### src/rtl/arbitro_mux_2_pkg.sv
`default_nettype none
// ============================================================================
// Module   : arbitro_mux_2_pkg
// Purpose  : Shared state encoding and source IDs for the two-way operand arbiter.
// Revision : 1.0 - initial release
// ============================================================================
package arbitro_mux_2_pkg;

    typedef enum logic [0:0] {
        OCIOSO = 1'b0,
        ESPERA = 1'b1
    } state_t;

    localparam logic SRC0 = 1'b0;
    localparam logic SRC1 = 1'b1;

endpackage
`default_nettype wire

### src/rtl/mux_2_para_1.sv
`default_nettype none
// ============================================================================
// Module   : mux_2_para_1
// Purpose  : Single-bit 2:1 multiplexer; o_y follows i_d1 when i_s is high.
// Revision : 1.0 - initial release
// ============================================================================
module mux_2_para_1 (
    input  logic i_d0,
    input  logic i_d1,
    input  logic i_s,
    output logic o_y
);

    assign o_y = i_s ? i_d1 : i_d0;

endmodule
`default_nettype wire

### src/rtl/arbitro_mux_2.sv
`default_nettype none
// ============================================================================
// Module   : arbitro_mux_2
// Purpose  : Round-robin arbiter steering one of two requesters into a
//            registered valid/ready output, with saturating service counters.
// Revision : 1.0 - initial release
// ============================================================================
module arbitro_mux_2
    import arbitro_mux_2_pkg::*;
#(
    parameter int WIDTH = 4,
    parameter int CW    = 8
) (
    input  logic             clk,
    input  logic             rst,
    input  logic             req0_valid,
    input  logic [WIDTH-1:0] req0_data,
    output logic             req0_ready,
    input  logic             req1_valid,
    input  logic [WIDTH-1:0] req1_data,
    output logic             req1_ready,
    output logic             out_valid,
    output logic [WIDTH-1:0] out_data,
    input  logic             out_ready,
    output logic             out_src,
    output logic             sel,
    output logic [CW-1:0]    cnt0,
    output logic [CW-1:0]    cnt1
);

    localparam logic [CW-1:0] C_CNT_ONE = {{(CW-1){1'b0}}, 1'b1};
    localparam logic [CW-1:0] C_CNT_MAX = {CW{1'b1}};

    state_t           r_state;
    state_t           w_state_next;
    logic             r_prio;
    logic             r_out_src;
    logic             r_out_valid;
    logic [WIDTH-1:0] r_out_data;
    logic [CW-1:0]    r_cnt0;
    logic [CW-1:0]    r_cnt1;

    logic             w_has_winner;
    logic             w_winner;
    logic             w_sel;
    logic             w_accept;
    logic [WIDTH-1:0] w_mux_out;

    // Arbitration only happens while idle; prio breaks ties.
    always_comb begin
        w_has_winner = 1'b0;
        w_winner     = SRC0;
        if (r_state == OCIOSO) begin
            if (req0_valid && req1_valid) begin
                w_has_winner = 1'b1;
                w_winner     = r_prio;
            end else if (req0_valid) begin
                w_has_winner = 1'b1;
                w_winner     = SRC0;
            end else if (req1_valid) begin
                w_has_winner = 1'b1;
                w_winner     = SRC1;
            end
        end
    end

    always_comb begin
        w_state_next = r_state;
        case (r_state)
            OCIOSO:  if (w_has_winner) w_state_next = ESPERA;
            ESPERA:  if (out_ready)    w_state_next = OCIOSO;
            default: w_state_next = OCIOSO;
        endcase
    end

    assign w_sel    = (r_state == ESPERA) ? r_out_src : w_winner;
    assign w_accept = (r_state == ESPERA) && out_ready;

    genvar gi;
    generate
        for (gi = 0; gi < WIDTH; gi++) begin : g_mux_bank
            mux_2_para_1 u_mux (
                .i_d0 (req0_data[gi]),
                .i_d1 (req1_data[gi]),
                .i_s  (w_sel),
                .o_y  (w_mux_out[gi])
            );
        end
    endgenerate

    always_ff @(posedge clk) begin
        if (rst) begin
            r_state     <= OCIOSO;
            r_prio      <= SRC0;
            r_out_src   <= SRC0;
            r_out_valid <= 1'b0;
            r_out_data  <= '0;
            r_cnt0      <= '0;
            r_cnt1      <= '0;
        end else begin
            r_state <= w_state_next;
            if (w_has_winner) begin
                r_out_data  <= w_mux_out;
                r_out_src   <= w_winner;
                r_out_valid <= 1'b1;
            end
            if (w_accept) begin
                r_out_valid <= 1'b0;
                r_prio      <= ~r_out_src;
                // Counters saturate at all-ones rather than wrapping.
                if (r_out_src == SRC0) begin
                    if (r_cnt0 != C_CNT_MAX) r_cnt0 <= r_cnt0 + C_CNT_ONE;
                end else begin
                    if (r_cnt1 != C_CNT_MAX) r_cnt1 <= r_cnt1 + C_CNT_ONE;
                end
            end
        end
    end

    assign req0_ready = w_has_winner && (w_winner == SRC0);
    assign req1_ready = w_has_winner && (w_winner == SRC1);
    assign out_valid  = r_out_valid;
    assign out_data   = r_out_data;
    assign out_src    = r_out_src;
    assign sel        = w_sel;
    assign cnt0       = r_cnt0;
    assign cnt1       = r_cnt1;

endmodule
`default_nettype wire

### config.mk
export PLATFORM = sky130hd
export DESIGN_NAME = arbitro_mux_2
export DESIGN_NICKNAME = d
export VERILOG_FILES = /design/src/rtl/arbitro_mux_2_pkg.sv /design/src/rtl/mux_2_para_1.sv /design/src/rtl/arbitro_mux_2.sv
export SDC_FILE = /design/constraint.sdc
export NUM_CORES = 1
export LEC_CHECK = 0
export CORE_MARGIN = 10
export CORE_UTILIZATION = 45
export DETAILED_ROUTE_END_ITERATION = 8
export PLACE_DENSITY_LB_ADDON = 0.08
export SLEW_MARGIN = 15
export SYNTH_ARGS = -nofsm -noshare
export SYNTH_HDL_FRONTEND = slang
export SYNTH_SLANG_ARGS = --single-unit
### constraint.sdc
create_clock -name clk -period 1.7 [get_ports clk]
set_input_delay 0.255 -clock clk [delete_from_list [all_inputs] [get_ports clk]]
set_output_delay 0.255 -clock clk [all_outputs]
set_load 0.005 [all_outputs]
After elaboration in Yosys (flattened, before gate mapping)
Index checks and enable logic that the tools add are counted.

operators by class
  add/subtract/negate cells = 2
  eq/ne operators = 2
  multiplexer cells = 15
  bitwise logic cells = 3
  reduce and logical (&&, ||, !) cells = 7

operators with widths
  kind                                                            number
  8-bit by 1-bit adder with 8-bit output (second input constant)  2
  8-bit != test (second input constant)                           2
  1-bit two-way mux                                               14
  3-bit AND reduction                                             2
  1-bit logical AND                                               4
  1-bit inverter                                                  3
  1-bit case mux with 2 select lines                              1
  2-bit OR reduction                                              1

storage, ports and cells
  bits in registers = 24
  input port bits = 13
  output and inout bits = 25
  logic and storage cells = 36

Depth between registers and ports, before layout
Gate-level depths: netlist of run 1.

  depth in word-level cells = 6
  mapped depth = 5
  gate-level depth less buffers = 5

Hierarchy
From an unflattened synthesis of run 1, not the netlist that was laid out.

second synthesis, totals
  cell total of the unflattened synthesis = 131
  area total of the unflattened synthesis = 1169.9 um^2

modules (own cells, without submodules)
  module         times used  cells each  area an instance (um^2)  sequential area each (um^2)
  arbitro_mux_2  1           127         1109.8                   480.5
  mux_2_para_1   4           1           15.0                     0.0

Least setup slack after synthesis of run 1
Ideal clock, no wire load.

  path kind = register -> register
  from = reg r_cnt0[0] (netlist: cnt0[0])
  to = reg r_cnt0[1] (netlist: cnt0[1])
  setup time = 128 ps
  data arrival time = 1311 ps
  required time = 1572 ps
  slack = 261 ps
  stages on the path, launching flop included = 6
  buffers on the path = 0
  clock period less this slack = 1439 ps
  path through = dfxtp_1 ha_1 nand3_1 o21ai_0 mux2i_1 nor2_1

on the way
  cells in the longest elaborated chain, start to end = 2
  elaborated cells between the ends (all ways) = 3
  those cells by class = add/sub: 1; eq/ne: 1; reduce/logical: 1

RTL lines
  item                                                                                            line                  source
  from (decl)                                                                                     arbitro_mux_2.sv:40   logic [CW-1:0] r_cnt0;
  from (signal assigned)                                                                          arbitro_mux_2.sv:112  if (r_cnt0 != C_CNT_MAX) r_cnt0 <= r_cnt0 + C_CNT_ONE;
  parallel branches: the longest is 2 deep, another holds 8-bit by 1-bit adder with 8-bit output  -

Several ways; the timed one is not identified.
A chain may end at the register's enable or synchronous reset.

Worst setup path in the final report of run 1
  from = reg r_cnt1[3] (netlist: cnt1[3])
  to = out cnt1[3]

RTL lines
  item                    line                  source
  from (decl)             arbitro_mux_2.sv:41   logic [CW-1:0] r_cnt1;
  from (signal assigned)  arbitro_mux_2.sv:114  if (r_cnt1 != C_CNT_MAX) r_cnt1 <= r_cnt1 + C_CNT_ONE;
  to (decl)               arbitro_mux_2.sv:28   output logic [CW-1:0] cnt1

No word-level cell between the ends.

==> metrics.log, run 1 <==
[metrics] run status: completed
[metrics] Bufs on Longest Clock Path: 2
[metrics] commonest cells in the synthesized netlist: sky130_fd_sc_hd__dfxtp_1 (24), sky130_fd_sc_hd__nor2_1 (20), sky130_fd_sc_hd__a211oi_1 (10), sky130_fd_sc_hd__nand2_1 (9), sky130_fd_sc_hd__mux2i_1 (7)
[metrics] Post-Route Skew: 0.000942 ns
[metrics] worst hold-check path type: reg -> reg
[metrics] share of the yosys chip area belonging to registers: 41.4%
[metrics] overall die height: 70.8 microns
[metrics] worst-case hold slack: 0.500 ns
[metrics] maximum fanout count along the critical path: 8
[metrics] vias in the first global route: 1111
[metrics] GRT Resource Usage Total: 11.7%
[metrics] Sequential Power Share: 55.5%
[metrics] part of the power in the clock network: 27.5%
[metrics] cell count after synthesis: 131
[metrics] fin. max-slew vios: 0
[metrics] FF-to-FF Start: cnt0[1]
[metrics] Syn Nets: 146
[metrics] RSZ-0062 raised after global routing: false
[metrics] CP Data Required Time: 1.44 ns
[metrics] Placed Instance Area: 0.00163 sq mm
[metrics] largest net degree at the start of global routing: 14
[metrics] Hold Path Depth: 2
[metrics] count of final hold-check violations: 0
[metrics] IO Count: 38
[metrics] FP Rows: 18
[metrics] core footprint: 0.00248 sq mm
[metrics] share of power burned in combinational logic: 17.1%
[metrics] number of H-tree levels: 1
[metrics] classification of the worst setup path: reg -> out
[metrics] number of buffers inserted for hold repair after clock tree synthesis: 0
[metrics] Detailed Routing Iterations Pass 1: 4
[metrics] finished layout cell area: 0.00168 sq mm
[metrics] dominant synthesized flop cell: sky130_fd_sc_hd__dfxtp_1
[metrics] estimated wirelength of the detail-placed design: 2390 microns
[metrics] routability cong.: 0.790
[metrics] clock insertion delay at the later pin of the skew report: 0.31 ns
[metrics] Leak: 0.647 nW
[metrics] antenna-violating nets left: 0
[metrics] CTS tree: done
[metrics] fraction of registers with async set/reset: 0%
[metrics] actual slew at the worst max-slew pin: 0.350 ns
[metrics] number of enable flip-flop cells after synthesis: 0
[metrics] detail-routed net length per standard cell: 14.4 microns
[metrics] Hold Crit Endpoint: out_valid
[metrics] fraction of power spent switching nets: 24.1%
[metrics] clock sink total: 24
[metrics] Ys Warns: 0
[metrics] die area: 0.00501 sq mm
[metrics] Num CTS Buffers: 3
[metrics] fin crit share: 93.0%
[metrics] setup slack on the worst flop-to-flop path: 0.18 ns
[metrics] sum of internal, switching and leakage power: 1.09 mW
[metrics] number of unique standard cell types used by synthesis: 33
[metrics] antenna cell count: 0
[metrics] Reg area: 484 sq um
[metrics] crit-path max cell delay: 0.55 ns
[metrics] critical path startpoint category: flip-flop
[metrics] global-route wire length before repair: 5060 microns
[metrics] vias per std cell: 5.49
[metrics] number of stages on the worst setup path: 1
[metrics] r2r endpoint: cnt0[6]
[metrics] power dissipated by switching net loads: 0.261 mW
[metrics] data arrival time of the worst path: 1.33 ns
[metrics] time the final worst path needs with I/O delays and setup: 1.58 ns
[metrics] Pwr Density: 648 mW/mm^2
[metrics] most common cell in the synthesized netlist: sky130_fd_sc_hd__dfxtp_1
[metrics] max-cap check violation count: 0
[metrics] number of buffers added on ports: 37
[metrics] capturing element type of the critical path: primary output
[metrics] total number of vias: 1147
[metrics] CTS Root Buffer Type: sky130_fd_sc_hd__clkbuf_4
[metrics] fin nets: 195
[metrics] largest area contributor in the synthesized netlist: sky130_fd_sc_hd__dfxtp_1
[metrics] top-area cell type share of the netlist area: 41.4%
[metrics] number of cells traversed by the worst register-to-register path: 5
[metrics] total wire length: 3020 microns
[metrics] cell-internal power: 0.825 mW
[metrics] final-report setup violation count: 0
[metrics] ordered list of cells on the worst path: clkdlybuf4s50_1
[metrics] buffers and inverters on the worst path: 1
[metrics] Peak VDD IR: 582 uV
[metrics] ratio of cells with drive above 1 in the final layout: 14.5%
[metrics] count of routing violations after the opening detailed-route iteration: 65
[metrics] final design utilization: 67.6%
[metrics] remaining routing DRC violations: 0
[metrics] Worst path slowest cell: sky130_fd_sc_hd__clkdlybuf4s50_1
[metrics] antenna violations before repair: 0
[metrics] number of synthesized register bits: 24
[metrics] die outline width: 70.8 microns
[metrics] worst slew slack as a fraction of its limit: 76.5%
[metrics] Avg Inst Size Synth: 8.85 sq um
[metrics] clock transition at the registers of the reported paths: 0.13 ns
[metrics] category of cells accounting for the largest share of critical-path delay: buffers and inverters
[metrics] Area Overhead vs Synth: 44.4%
[metrics] cell area after synthesis: 0.00116 sq mm
[metrics] Multi-input gate area: 654 sq um
[metrics] hold path startpoint: out_valid
[metrics] GR Overflow Total: 0
[metrics] largest cells by area after synthesis: sky130_fd_sc_hd__dfxtp_1 (41%), sky130_fd_sc_hd__a211oi_1 (6.5%), sky130_fd_sc_hd__nor2_1 (6.5%)
[metrics] initial core utilization: 46.8%
[metrics] Achievable Freq: 0.633 GHz
[metrics] number of filler instances in the final layout: 218
timing repair:
item | in CTS | in global routing
buffers inserted | 0 | 0
gates resized for setup | 8 | 2
gates cloned | 0 | 0
setup endpoints to repair | 3 | 2
metrics by stage:
| step | TNS [ns] | instances | setup slack (ns) |
|---|---|---|---|
| 2_1_floorplan | 0 | 131 | 0.261 |
| 3_3_place_gp | -0.273 | 205 | -0.101 |
| 3_5_place_dp | -0.433 | 205 | -0.134 |
| 4_1_cts | 0 | 209 | 0.0620 |
| 5_1_grt | 0 | 209 | 0.0478 |
| 6_report | 0 | 209 | 0.119 |
cells by family (layout without fill, tap and decap cells):
logic type	after synthesis	in the layout	synth area share, %
compound gates	26	26	16.5
xor+xnor	6	6	4.53
mux	7	7	6.04
fa+ha+maj	2	2	2.16
buf+inv	8	56	3.02
simple gates	58	58	26.3
flops	24	24	41.4
power groups by stage:
stage | clock [mW] | combinational (mW) | sequential, mW
floorplan | 0 | 0.0718 | 0.612
global placement | 0 | 0.184 | 0.611
detailed placement | 0 | 0.188 | 0.613
CTS | 0.305 | 0.188 | 0.602
global route | 0.325 | 0.204 | 0.606
finish | 0.298 | 0.185 | 0.602
cell usage in the layout, fill, tap and decap left out, types with 5 or more instances in the layout:
master / Yosys / routed
sky130_fd_sc_hd__nand4_1: 5 / 5
sky130_fd_sc_hd__buf_4: 1 / 11
sky130_fd_sc_hd__mux2i_1: 7 / 7
sky130_fd_sc_hd__nor3_1: 6 / 6
sky130_fd_sc_hd__dfxtp_1: 24 / 21
sky130_fd_sc_hd__a211oi_1: 10 / 10
sky130_fd_sc_hd__nand2_1: 9 / 9
sky130_fd_sc_hd__nor2_1: 20 / 20
sky130_fd_sc_hd__clkdlybuf4s50_1: 0 / 33
state kept, by name, indices dropped and copies added, names as in the netlist:
name       count
cnt1           8
r_state        1
cnt0           8
out_valid      1
out_src        1
r_prio         1
out_data       4
final cells by class:
type	count	area share (%)
inverters	4	0.896
multi-input cells	99	39.1
well taps	30	2.24
flip-flops and latches	24	28.9
clock buffers	4	2.17
repair buffers	48	26.7
per-layer routing:
layer  share of wire (%)  vias up  GRT usage, %
li1                    -      582             -
met1                  43      530          13.0
met2                  47       33          19.3
met3                 9.2        2          5.30
met4                0.43        0          3.87
met5                   0        -             0
how the worst max path moves through the flow:
stage / from / slack, ns / end
global placement: req1_valid / -0.10 / sel
floorplan: cnt0[0] / 0.26 / cnt0[1]
CTS: cnt1[2] / 0.06 / cnt1[2]
global route: cnt1[3] / 0.05 / cnt1[3]
detailed placement: req1_valid / -0.13 / sel
finish: cnt1[3] / 0.12 / cnt1[3]
(Power assumes the default switching activity.)
==> run 2: changes to the inputs <==
--- a/config.mk
+++ b/config.mk
@@ -5,6 +5,7 @@
 export SDC_FILE = /design/constraint.sdc
 export NUM_CORES = 1
 export LEC_CHECK = 0
+export CAP_MARGIN = 20
 export CORE_MARGIN = 10
 export CORE_UTILIZATION = 45
 export DETAILED_ROUTE_END_ITERATION = 8
==> results of run 2 <==
No change in the layout: final DEF, timing and power equal those of run 1.
